File: src/rtl/soc_bus_pkg.sv
// Shared SoC bus definitions: arbiter state encoding, error read data and
// default arbitration/timeout limits reused by bus slaves and bridges.
package soc_bus_pkg;

  typedef enum logic [1:0] {
    IDLE,
    BUSY_IF,
    BUSY_LS
  } arb_state_t;

  localparam logic [31:0] ARB_ERR_RDATA = 32'h0;

  localparam int ARB_STARVE_MAX_DEF = 4;
  localparam int ARB_TIMEOUT_DEF    = 255;

endpackage

File: src/rtl/arb_timeout_cnt.sv
// Busy-cycle watchdog: counts enabled cycles since the last clear and flags
// the cycle in which the TIMEOUT-th busy cycle is reached.
module arb_timeout_cnt #(
  parameter int TIMEOUT = 255
) (
  input  logic clk,
  input  logic rstn,
  input  logic clear,
  input  logic enable,
  output logic expired
);

  localparam logic [7:0] LAST = 8'(TIMEOUT - 1);

  logic [7:0] count;

  always_ff @(posedge clk) begin
    if (!rstn) begin
      count <= '0;
    end else if (clear) begin
      count <= '0;
    end else if (enable && count != 8'hFF) begin
      count <= count + 8'd1;
    end
  end

  // count holds the number of busy cycles already completed, so the current
  // busy cycle is the TIMEOUT-th one when count equals TIMEOUT-1
  assign expired = enable && (count == LAST);

endmodule

File: src/rtl/mem_port_arbiter.sv
// Shares one single-ported memory between the fetch and load/store ports:
// one outstanding access, data priority with an instruction starvation guard.
module mem_port_arbiter
  import soc_bus_pkg::*;
#(
  parameter int STARVE_MAX = ARB_STARVE_MAX_DEF,
  parameter int TIMEOUT    = ARB_TIMEOUT_DEF
) (
  input  logic        clk,
  input  logic        rstn,
  input  logic        if_req,
  input  logic [31:0] if_addr,
  output logic [31:0] if_rdata,
  output logic        if_ack,
  input  logic        ls_req,
  input  logic [31:0] ls_addr,
  input  logic [3:0]  ls_we,
  input  logic [31:0] ls_wdata,
  output logic [31:0] ls_rdata,
  output logic        ls_ack,
  output logic        mem_req,
  output logic [31:0] mem_addr,
  output logic [3:0]  mem_we,
  output logic [31:0] mem_wdata,
  input  logic [31:0] mem_rdata,
  input  logic        mem_ready,
  output logic        cpu_wait,
  output logic        bus_err
);

  localparam logic [3:0] STARVE_LIM = 4'(STARVE_MAX);

  arb_state_t state;
  logic [3:0] streak;
  logic       grant_ls;
  logic       grant_if;
  logic       busy;
  logic       expired;
  logic       done;

  assign busy     = (state != IDLE);
  assign grant_ls = (state == IDLE) && ls_req && (!if_req || streak < STARVE_LIM);
  assign grant_if = (state == IDLE) && if_req && !grant_ls;
  assign done     = busy && (mem_ready || expired);

  arb_timeout_cnt #(
    .TIMEOUT(TIMEOUT)
  ) u_timeout (
    .clk    (clk),
    .rstn   (rstn),
    .clear  (grant_ls || grant_if),
    .enable (busy),
    .expired(expired)
  );

  // Grant and completion FSM; the memory-side signals are registered on grant
  // and held for the whole access.
  always_ff @(posedge clk) begin
    if (!rstn) begin
      state     <= IDLE;
      streak    <= '0;
      mem_req   <= 1'b0;
      mem_addr  <= '0;
      mem_we    <= '0;
      mem_wdata <= '0;
    end else begin
      case (state)
        IDLE: begin
          if (grant_if || !if_req) begin
            streak <= '0;
          end else if (grant_ls && streak != 4'hF) begin
            streak <= streak + 4'd1;
          end
          if (grant_ls) begin
            state     <= BUSY_LS;
            mem_req   <= 1'b1;
            mem_addr  <= ls_addr;
            mem_we    <= ls_we;
            mem_wdata <= ls_wdata;
          end else if (grant_if) begin
            state     <= BUSY_IF;
            mem_req   <= 1'b1;
            mem_addr  <= if_addr;
            mem_we    <= '0;
            mem_wdata <= '0;
          end
        end
        default: begin
          if (done) begin
            state   <= IDLE;
            mem_req <= 1'b0;
          end
        end
      endcase
    end
  end

  // Completion is reported in the same cycle as mem_ready or the timeout;
  // a timeout returns the error pattern instead of memory data.
  assign if_ack   = rstn && done && (state == BUSY_IF);
  assign ls_ack   = rstn && done && (state == BUSY_LS);
  assign bus_err  = rstn && busy && expired && !mem_ready;
  assign if_rdata = !if_ack ? 32'h0 : (mem_ready ? mem_rdata : ARB_ERR_RDATA);
  assign ls_rdata = !ls_ack ? 32'h0 : (mem_ready ? mem_rdata : ARB_ERR_RDATA);
  assign cpu_wait = (if_req && !if_ack) || (ls_req && !ls_ack);

endmodule

File: config.mk
export PLATFORM = sky130hd
export DESIGN_NAME = mem_port_arbiter
export DESIGN_NICKNAME = d
export VERILOG_FILES = /design/src/rtl/soc_bus_pkg.sv /design/src/rtl/arb_timeout_cnt.sv /design/src/rtl/mem_port_arbiter.sv
export SDC_FILE = /design/constraint.sdc
export NUM_CORES = 1
export LEC_CHECK = 0
export CORE_MARGIN = 2
export CORE_UTILIZATION = 34
export CTS_CLUSTER_DIAMETER = 60
export DETAILED_ROUTE_END_ITERATION = 16
export HOLD_SLACK_MARGIN = 0.08
export PLACE_DENSITY = 0.79
export RECOVER_POWER = 100
export SLEW_MARGIN = 30
export SYNTH_ARGS = -nofsm -noshare
export SYNTH_HDL_FRONTEND = slang
export SYNTH_SLANG_ARGS = --single-unit
File: constraint.sdc
create_clock -name clk -period 1.75 [get_ports clk]
set_input_delay 0.175 -clock clk [delete_from_list [all_inputs] [get_ports clk]]
set_output_delay 0.175 -clock clk [all_outputs]
set_load 0.05 [all_outputs]
==> metrics.md <==
| Metric | Value |
|---|---|
| Synthesized area | `3820 µm²` |
| # setup viols final | `66` |
| CTS Buffer Depth | `2` |
| Clk sinks | `83` |
| Routed vias | `4456` |
| Arr. time, crit path | `about 1.7 ns` |
| Fin util | `between 70% and 80%` |
| # rows | `38` |
| Clk root buf | `clkbuf_8` |
| Critical Path RT | `1.57 ns` |
| Post-synth ARST share | `0%` |
| Worst Reg-to-Reg Cells | `5` |
| Final period util | `106%` |
| Area grow syn2layout | `106%` |
| R2R Setup Slk | `roughly 0.11 ns` |
| GRT Resource Usage Total | `24.4%` |
| Max-slew violations | `0` |
| WHS | `roughly 0.42 ns` |
| Max_cap viols | `0` |
| Cells after Synth | `462` |
| Die X | `110 µm` |
| Setup tns final | `-4.21 ns` |
| Share of layout cells above drive strength 1 | `23.8%` |
| Power per cell area | `764 nW/µm²` |
| Port Buffer Count | `273` |
| DRT met1 WL | `around 6000 µm` |
| Setup CP Type | `reg -> out` |
| Hpwl dp | `11400 µm` |
| Placed cells | `849` |
| Most common cell after layout, fill and taps aside | `clkdlybuf4s50_1` |
| Initial antenna violation count | `0` |
| Crit path max fanout | `8` |
| Vias in the first global route | `4638` |
| DR iter-0 viols | `roughly 190` |
| Max Freq | `537 MHz` |
| Wire length per cell | `18.4 µm` |
| Startpoint types | `flip-flop` |
| Antenna Nets Post-Route | `0` |
| Register area share after synthesis | `between 40% and 50%` |
| Failing checks | `negative setup slack` |
| Num CTS Buffers | `9` |
| Clk Latency, worst-skew pair | `about 0.34 ns` |
| Top sig layer | `met4` |
| Met3 WL | `940 µm` |
| Top_reg_cell synth | `dfxtp_1` |
| RSZ-0062 raised after global routing | `true` |
| Starting Density | `a little over a third` |
| Final std cells w/o fill | `about 880` |
| DRC Markers | `0` |
| Fin crit period | `about 1.9 ns` |
| Mapped Nets | `602` |
| Post-synth EDFFs | `0` |
| Status | `complete, but fails checks` |
| Worst Hold Class | `in -> reg` |
| Core Region | `10900 µm²` |
| CP Capture Type | `output port` |
| Worst r2r src | `state[0]` |
| Largest net degree at the start of global routing | `80` |
| Commonest non-fill, non-tap cells in the layout | `clkdlybuf4s50_1, dfxtp_1, buf_12` |
| Post-Route WL | `16100 µm` |
| FF-to-FF End | `mem_wdata[4]` |
| Min-Delay Endpoint | `mem_addr[17]` |
| Final worst setup slack | `-0.112 ns` |
| Synth Register Bits | `83` |
| Max VDD drop | `0.699 mV` |
| Hold_sp | `ls_addr[17]` |
| Final Hold Fails | `0` |
| Remaining Overflow, GRT | `0` |
| Synth cell types | `38` |
| Worst Hold Path Cells | `3` |
| # hold bufs at CTS | `0` |
| Met2 WL | `8620 µm` |
| Clock slew at reported path FFs | `0.08 ns` |
| YS warnings | `0` |
| Avg Synthesized Cell Area | `~8.3 µm²` |
| Clk_skew | `between 0.01 and 0.015 ns` |
| Nets | `871` |
| Static Leak | `2.96 nW` |
| Vias/cell | `5.09` |
| Die Span Y | `roughly 110 µm` |
| DIE AREA | `12100 µm²` |
| Worst-margin pin slew | `0.722 ns` |
| First-pass GRT wire length | `22900 µm` |
| Max-Slew Margin vs Limit | `between 50% and 60%` |
| Placed instance area | `7420 µm²` |
| Initial DRT Pass Iterations | `5` |
| RePlAce Congestion | `0.872` |
| Design Area, Final | `7850 µm²` |
| CTS tree | `built` |
| I/O Pins | `274` |
| # diodes | `0` |
| CTS H-tree depth | `3` |
[state kept, by name (all words and copies together), names as in the netlist]
name             cells
state                2
mem_req              1
mem_wdata           32
streak               4
mem_addr            32
mem_we               4
u_timeout.count      8
[worst max path at each step]
stage	startpoint	to	slack [ns]	cells past startpoint
floorplan	u_timeout.count[6]	if_ack	-0.02	4
global placement	if_req	mem_addr[5]	0.08	6
CTS	u_timeout.count[4]	if_ack	-0.07	5
finish	state[1]	if_rdata[9]	-0.11	5
global route	u_timeout.count[6]	cpu_wait	-0.17	5
detailed placement	if_req	mem_addr[21]	0.02	6
[routing by layer]
| metal | global-route usage, % | vias up |
|---|---|---|
| li1 | - | 2128 |
| met1 | 27.3 | 2124 |
| met2 | 43.6 | 164 |
| met3 | 6.82 | 40 |
| met4 | 8.95 | 0 |
| met5 | 0 | - |
[cell type report]
cell class,count,area [µm²]
repair buffers,297,3630
inverters,5,18.8
flip-flops and latches,83,1680
fillers,815,3030
clock inverters,5,78.8
multi-input cells,335,2150
well taps,140,175
clock buffers,10,128
[cell usage after synthesis, drive strengths merged, types with 5 or more instances]
cell	n	area [µm²]
a22oi	36	270
and2	64	400
buf	14	77.6
clkbuf	25	96.3
dfxtp	83	1660
inv	5	18.8
nand2	7	26.3
nand3	7	35.0
nor2	47	181
nor2b	37	231
nor3	68	340
o21ai	37	189
[stage by stage]
step,setup WS [ns],total power [mW]
5_1_grt,-0.167,6.27
3_3_place_gp,0.0824,4.49
2_1_floorplan,-0.0183,3.48
3_5_place_dp,0.0230,4.53
4_1_cts,-0.0702,6.04
6_report,-0.112,6.00
[where the power goes]
part	switching (mW)	internal (mW)	total, mW
registers	0.110	2.07	2.18
logic	1.39	0.962	2.36
clock network	0.665	0.795	1.46
total	2.17	3.83	6.00
[timing repair]
| item | CTS | global route |
|---|---|---|
| resized for setup | 53 | 18 |
| gates cloned | 0 | 3 |
| setup buffers | 4 | 4 |
| endpoints found under the setup margin | 68 | 73 |
| pin swaps | 4 | 3 |
[logic make-up after synthesis]
kind of cell               count (synthesis)  share of synthesized area, %
AOI/OAI and AO/OA                         89                          16.0
DFF                                       83                          43.5
buffers and inverters                     44                          5.05
xor gates and xnor gates                   4                         0.918
and+or+nand+nor                          239                          33.5
adders and majority gates                  3                         0.984
[critical path, stage by stage, from the launching register on]
cell and delay, ns:
dfxtp_4 0.37, nand3b_1 0.22, nor2_4 0.24, buf_6 0.19
and2_1 0.19, buf_12 0.15
Power figures use the tool's default switching activity.
